[config.mk]
export PLATFORM = sky130hd
export DESIGN_NAME = tone_period_meter
export DESIGN_NICKNAME = d
export VERILOG_FILES = /design/src/rtl/tone_period_meter.sv
export SDC_FILE = /design/constraint.sdc
export NUM_CORES = 1
export LEC_CHECK = 0
export BUFFER_PORTS_ARGS = -buffer_cell sky130_fd_sc_hd__buf_2
export CORE_MARGIN = 1.5
export CORE_UTILIZATION = 45
export DETAILED_ROUTE_END_ITERATION = 6
export PLACE_DENSITY = 0.63
export SYNTH_ARGS = -nofsm -noshare
export SYNTH_HDL_FRONTEND = slang
export SYNTH_SLANG_ARGS = --single-unit
[constraint.sdc]
create_clock -name clk -period 3.6 [get_ports clk]
set_clock_uncertainty 0.1 [all_clocks]
set_input_delay 0.72 -clock clk [delete_from_list [all_inputs] [get_ports clk]]
set_output_delay 0.72 -clock clk [all_outputs]
set_load 0.005 [all_outputs]
[src/rtl/tone_period_meter.sv]
// Period / high-time meter for an asynchronous square-wave input, reporting each full period with a strobe.
// Optional glitch filter on the synchronised input: define TONE_GLITCH_FILTER_EN.
module tone_period_meter #(
  parameter int CNT_W      = 20,
  parameter int MIN_PERIOD = 16,
  parameter int FILT_LEN   = 4
) (
  input  logic             clk,
  input  logic             resetn,
  input  logic             tone_in,
  output logic [CNT_W-1:0] period,
  output logic [CNT_W-1:0] high_cycles,
  output logic             period_valid,
  output logic             silent
);

  localparam logic [0:0] IDLE    = 1'b0;
  localparam logic [0:0] MEASURE = 1'b1;

  logic             sync1;
  logic             sync2;
  logic             s;
  logic             s_d;
  logic             rise;
  logic             accept;
  logic             timeout;
  logic [0:0]       state;
  logic [CNT_W-1:0] cnt;
  logic [CNT_W-1:0] hi_cnt;

  if (FILT_LEN < 1) begin : g_filt_len_check
    $error("tone_period_meter: FILT_LEN must be at least 1");
  end

  always_ff @(posedge clk) begin
    if (!resetn) begin
      sync1 <= 1'b0;
      sync2 <= 1'b0;
    end else begin
      sync1 <= tone_in;
      sync2 <= sync1;
    end
  end

`ifdef TONE_GLITCH_FILTER_EN
  localparam int FC_W = (FILT_LEN > 1) ? $clog2(FILT_LEN) : 1;

  logic            filt;
  logic [FC_W-1:0] fcnt;

  // The filtered level flips only after FILT_LEN consecutive samples disagree with it.
  always_ff @(posedge clk) begin
    if (!resetn) begin
      filt <= 1'b0;
      fcnt <= '0;
    end else if (sync2 == filt) begin
      fcnt <= '0;
    end else if (fcnt == FC_W'(FILT_LEN - 1)) begin
      filt <= sync2;
      fcnt <= '0;
    end else begin
      fcnt <= fcnt + 1'b1;
    end
  end

  assign s = filt;
`else
  assign s = sync2;
`endif

  assign rise    = s & ~s_d;
  assign accept  = rise && (cnt >= CNT_W'(MIN_PERIOD));
  assign timeout = (cnt == {CNT_W{1'b1}});

  // An accepted rise takes priority over timeout, so a full-range period is still reported.
  always_ff @(posedge clk) begin
    if (!resetn) begin
      state        <= IDLE;
      s_d          <= 1'b0;
      cnt          <= '0;
      hi_cnt       <= '0;
      period       <= '0;
      high_cycles  <= '0;
      period_valid <= 1'b0;
      silent       <= 1'b1;
    end else begin
      s_d          <= s;
      period_valid <= 1'b0;
      case (state)
        IDLE: begin
          if (rise) begin
            cnt    <= CNT_W'(1);
            hi_cnt <= CNT_W'(1);
            state  <= MEASURE;
          end
        end
        MEASURE: begin
          if (accept) begin
            period       <= cnt;
            high_cycles  <= hi_cnt;
            period_valid <= 1'b1;
            silent       <= 1'b0;
            cnt          <= CNT_W'(1);
            hi_cnt       <= CNT_W'(1);
          end else if (timeout) begin
            silent <= 1'b1;
            state  <= IDLE;
          end else begin
            cnt    <= cnt + 1'b1;
            hi_cnt <= hi_cnt + CNT_W'(s);
          end
        end
        default: state <= IDLE;
      endcase
    end
  end

endmodule

==> flow_summary.ini, run 1 <==
[floorplan]
ios = 45
dieArea_um2 = 8720
die_w_um = 93.4
row_count = 32
die_height_um = 93.4
initial_utilization_pct = 47.1
core_um2 = 7810

[synth]
yosys_most_used_dff = dfxtp_1
yosys_warnings = 0
syn-cell-area_um2 = 3670
synth_edf_count = 0
synth.distinct_cells = 49
ys_seq_area_share_pct = 46.9
synth_cells = 457
syn_avg_cell_area_um2 = 8.04
ys_async_sr_fraction_pct = 0
synth_seq_cells = 86
syn_nets = 464

[cells_and_area]
final_nets = 497
syn2layout_area_growth_pct = 13.4
final_cells = 597
antenna_cells = 0
drive_gt1_share_pct = 14.9

[global_route]
track_usage_pct = 22.0
antenna_found_initial = 0
gr-total-overflow = 0
grt_max_degree = 42
grt_pass1_wl_um = 14900
grt_pass1_vias = 3010

[cts]
clock_latency_ps = 350
clk_transition_reported_paths_ps = 80
postCtsSetupBuffers = 0
cts_buffer_depth = 2
cts_buffers = 9
cts_tree = built
h-tree-depth = 3
clockRootBuffer = clkbuf_8
cts_sinks = 86
cts-resized-gates = 0
cts_hold_buf = 0

[worst_setup_path]
path_max_fanout = 20
r2r_setup_slack_ps = 540
crit_path_start_kind = flop
critPathArrivalTime_ps = 3230
critical_path_required_ps = 3770
end_kind = flop
regToRegEndpoint = cnt[18]
regToRegStartpoint = cnt[8]
rr_worst_depth = 6
criticalPathCategory = flop to flop

[timing]
slew_headroom_pct = 34.9
setup_viol = 0
finalHoldViolations = 0
rsz0062_at_grt = false
post-route-min-period_ps = 3060
holdWs_ps = 352
finalSetupTns_ps = 0
slew_viol_final = 0
fin_crit_sh_pct = 85.0
tightestPinTransition_ps = 976
worst_slack_ps = 540
max_freq_mhz = 327

[min_path]
hold_end = high_cycles[6]
whs_path_depth = 2
holdCritPathClass = flop to flop
min_from = high_cycles[6]

[place]
post-place-ws_ps = 602
dp_hpwl_um = 6020
port_buffers = 44
place.gp.congestion = 0.912
place_inst = 581

[detailed_routing]
drt_iter0_markers = 176
dr.pass1.iters = 5
wl_per_cell_um = 15.1
wl_um = 9010
routed_via_density = 5.57
num_vias = 3326
ant_nets = 0
drc = 0

[power_and_ir_drop]
p_leak_uw = 0.00158
power_density_nw_per_um2 = 438
irDropWorstVdd_v = 0.000236

[outcome]
outcome = finished, final reports clean

[run]
maxCapViolations = 0
cell families (layout without fill, tap and decap cells):
group | count (synthesis) | after routing | share of synthesized area [%]
AO/OA/AOI/OAI | 124 | 124 | 20.2
XOR/XNOR | 5 | 5 | 1.19
adder cells (fa/ha/maj) | 4 | 4 | 1.36
buffers and inverters | 39 | 77 | 4.80
flip-flops | 86 | 86 | 46.9
multiplexers | 1 | 1 | 0.306
AND/OR/NAND/NOR | 198 | 198 | 25.3
registers in the layout, summed over array words and instances, names as in the netlist:
| register | cells |
|---|---|
| period | 20 |
| s_d | 1 |
| cnt | 20 |
| s | 1 |
| silent | 1 |
| high_cycles | 20 |
| sync1 | 1 |
| hi_cnt | 20 |
| state | 1 |
| period_valid | 1 |
cell usage after synthesis, types with 8 or more instances:
library cell / n / area, µm²
a21oi_1: 55 / 275
nor3_1: 8 / 40.0
dfxtp_1: 86 / 1720
nand3_1: 19 / 95.1
clkbuf_1: 18 / 67.6
and3_1: 10 / 62.6
o21ai_0: 24 / 120
or3_1: 8 / 50.1
inv_1: 10 / 37.5
nand2_1: 103 / 387
o211ai_1: 9 / 67.6
a31oi_1: 9 / 56.3
and2_1: 9 / 56.3
nor2_1: 17 / 63.8
worst max path at each step:
stage	to	start	slack, ps	cells after the start
floorplan	cnt[18]	cnt[16]	1260	9
global placement	cnt[6]	cnt[8]	670	6
detailed placement	cnt[18]	cnt[8]	600	6
CTS	cnt[18]	cnt[8]	550	6
global route	cnt[18]	cnt[8]	290	6
finish	cnt[18]	cnt[8]	540	6
where the power goes:
group          total [µW]  internal [µW]  switching, µW
sequential            965            956           9.12
combinational        83.3           24.6           58.7
clock                 776            447            328
routing by layer:
| layer | vias to the layer above | part of all wire [%] | global-route usage [%] |
|---|---|---|---|
| met5 | - | 0 | 0 |
| li1 | 1665 | - | - |
| met4 | 0 | 1.2 | 7.83 |
| met3 | 6 | 5.2 | 4.80 |
| met1 | 1563 | 49 | 29.9 |
| met2 | 92 | 45 | 34.4 |
placed cells by master, fill, tap and decap left out, types with 2 or more instances in the layout:
cell type / count
xnor2_1: 3
nor2b_1: 2
a21o_1: 5
nand2_1: 103
and2_1: 8
ha_1: 4
nand3_1: 19
o22ai_1: 5
and3_1: 10
or3_1: 8
buf_2: 44
nand2b_1: 2
nor4_1: 2
inv_1: 10
dfxtp_1: 86
xor2_1: 2
buf_4: 6
nor2_1: 17
or4_1: 3
bufinv_16: 2
o21ai_0: 24
a31oi_1: 9
a22oi_1: 2
clkbuf_8: 12
nand4_1: 7
a21oi_1: 55
o211ai_1: 9
o21a_1: 2
o31ai_1: 5
nor3_1: 8
worst max-delay path, stage by stage (launching register included):
cell and delay, ps:
dfxtp_1 370, or4_1 610, o41ai_4 390, and2_1 380, and2_1 700, o21ai_0 210
a31oi_1 230
per-stage QoR:
step | instance area (µm²) | utilization (%) | power [µW]
after CTS | 4170 | 53.4 | 1840
after global placement | 3930 | 50.4 | 1070
final | 4170 | 53.4 | 1820
after global routing | 4170 | 53.4 | 1890
after floorplan | 3670 | - | 1050
after detailed placement | 3930 | 50.4 | 1070
layout make-up:
cell class / instances / area (µm²)
flip-flops and latches: 86 / 1720
inverters: 11 / 41.3
fillers: 809 / 3640
multi-input cells: 332 / 1780
clock inverters: 3 / 65.1
well taps: 102 / 128
repair buffers: 50 / 265
clock buffers: 13 / 169
No activity file was read; power rests on OpenSTA's default activity.
==> inputs of run 2 (changes only) <==
clock period = 3 ns   (was 3.6 ns; I/O delays follow)
==> run 2 against run 1 <==
Net effect: via count decreased by 0.45%; sequential cell count unchanged; hold slack got worse by 15 ps; fmax up 19%; worst setup slack got worse by 100 ps; die area stayed put; largest cell class unchanged; core utilization grew 0.080 points; sequential share of layout area is 0.062 points lower; final cell count grew 1.5%; first-iteration DRC count up 2.3%; critical endpoint unchanged; global-route usage up 0.88 points; critical path type unchanged.
==> flow_summary.ini, run 2 (synthesized netlist as in run 1, its figures left out) <==
[cts]
cts-resized-gates = 0
cts_tree = built
clockRootBuffer = clkbuf_8
postCtsSetupBuffers = 0
h-tree-depth = 3
cts_hold_buf = 0
cts_buffer_depth = 2
cts_buffers = 9
clk_transition_reported_paths_ps = 80
cts_sinks = 86
clock_latency_ps = 350

[timing]
slew_viol_final = 0
rsz0062_at_grt = false
post-route-min-period_ps = 2560
finalSetupTns_ps = 0
finalHoldViolations = 0
tightestPinTransition_ps = 714
fin_crit_sh_pct = 85.4
max_freq_mhz = 391
slew_headroom_pct = 51.8
setup_viol = 0

[cells_and_area]
antenna_cells = 0
nFillCells = 795
multi_input_area_um2 = 1780
final_cell_mix = nand2_1, dfxtp_1, a21oi_1
final_common_cell = nand2_1
seq_area_um2 = 1720
syn2layout_area_growth_pct = 13.6
final_nets = 507
final_cells = 606
drive_gt1_share_pct = 16.1

[worst_setup_path]
slowest_stage = or4_1
critical_path_required_ps = 3180
end_kind = flop
r2r_setup_slack_ps = 440
path_max_fanout = 20
crit_path_cell_trace = or4_1 > o41ai_4 > and2_1 > nand2_2 > o31a_1 > a31oi_1
criticalPathCategory = flop to flop
rr_worst_depth = 6
critPathArrivalTime_ps = 2740
regToRegEndpoint = cnt[18]
regToRegStartpoint = cnt[8]
crit_path_max_incr_delay_ps = 600
crit_path_start_kind = flop

[floorplan]
initial_utilization_pct = 47.1
ios = 45
die_height_um = 93.4
core_um2 = 7810
die_w_um = 93.4
dieArea_um2 = 8720
row_count = 32

[min_path]
whs_path_depth = 1
min_from = sync1
hold_end = s
holdCritPathClass = flop to flop

[detailed_routing]
drt_iter0_markers = 180
num_vias = 3311
wl_um = 9390
ant_nets = 0
routed_via_density = 5.46
dr.pass1.iters = 5
wl_per_cell_um = 15.5
drc = 0

[place]
port_buffers = 44
place_inst = 591
place.gp.congestion = 0.939
dp_hpwl_um = 6450

[global_route]
use_met2_pct = 35.3
gr-total-overflow = 0
top_usage_layer = met2
grt_util_met3_pct = 4.07
use_met1_pct = 31.6
track_usage_pct = 22.9
grt_pass1_vias = 3004
grt_max_degree = 26
grt_pass1_wl_um = 15500
antenna_found_initial = 0

[power_and_ir_drop]
irDropWorstVdd_v = 0.000231
power_density_nw_per_um2 = 477
p_leak_uw = 0.00159

[outcome]
outcome = finished, final reports clean

[run]
maxCapViolations = 0
## run 2: worst max-delay path: cells and delay by family (launching register included)
| family | cells | cell delay, ps |
|---|---|---|
| DFF | 1 | 380 |
| AOI/OAI and AO/OA | 3 | 900 |
| and+or+nand+nor | 3 | 1110 |
## run 2: cell type report
cell class | instances | share of cell area [%]
clock buffers | 12 | 3.48
clock inverters | 3 | 0.510
inverters | 11 | 0.989
multi-input cells | 332 | 42.6
flip-flops and latches | 86 | 41.2
well taps | 102 | 3.06
repair buffers | 60 | 8.15
## run 2: power by group
part | switching, µW | internal, µW | leakage, µW
Combinational | 70.3 | 36.3 | 0.000816
Sequential | 11.4 | 1150 | 0.000694
Clock | 405 | 320 | 0.0000824
Total | 487 | 1500 | 0.00159
## run 2: through the flow
step	total power [µW]	instance area, µm²	hold WS, ps	worst slack (ps)	utilization (%)
2_1_floorplan	1250	3670	312	663	-
3_3_place_gp	1290	4010	315	520	51.3
3_5_place_dp	1290	4010	323	436	51.3
4_1_cts	2010	4170	342	438	53.5
5_1_grt	2070	4170	336	258	53.5
6_report	1990	4170	337	439	53.5
## run 2: metal layers
metal	share of wire [%]	up-vias	wire length, µm
met1	48	1528	4510
li1	-	1677	-
met2	45	99	4220
met5	0	-	0
met3	5.7	7	539
met4	1.3	0	123
## run 2: how the worst max path moves through the flow
stage | depth (start not counted) | slack [ps] | endpoint | from
final | 6 | 440 | cnt[18] | cnt[8]
after global routing | 7 | 260 | high_cycles[1] | cnt[16]
after CTS | 7 | 440 | period[15] | cnt[8]
after detailed placement | 7 | 440 | period[12] | cnt[8]
after global placement | 5 | 520 | cnt[12] | cnt[7]
after floorplan | 9 | 660 | cnt[18] | cnt[16]
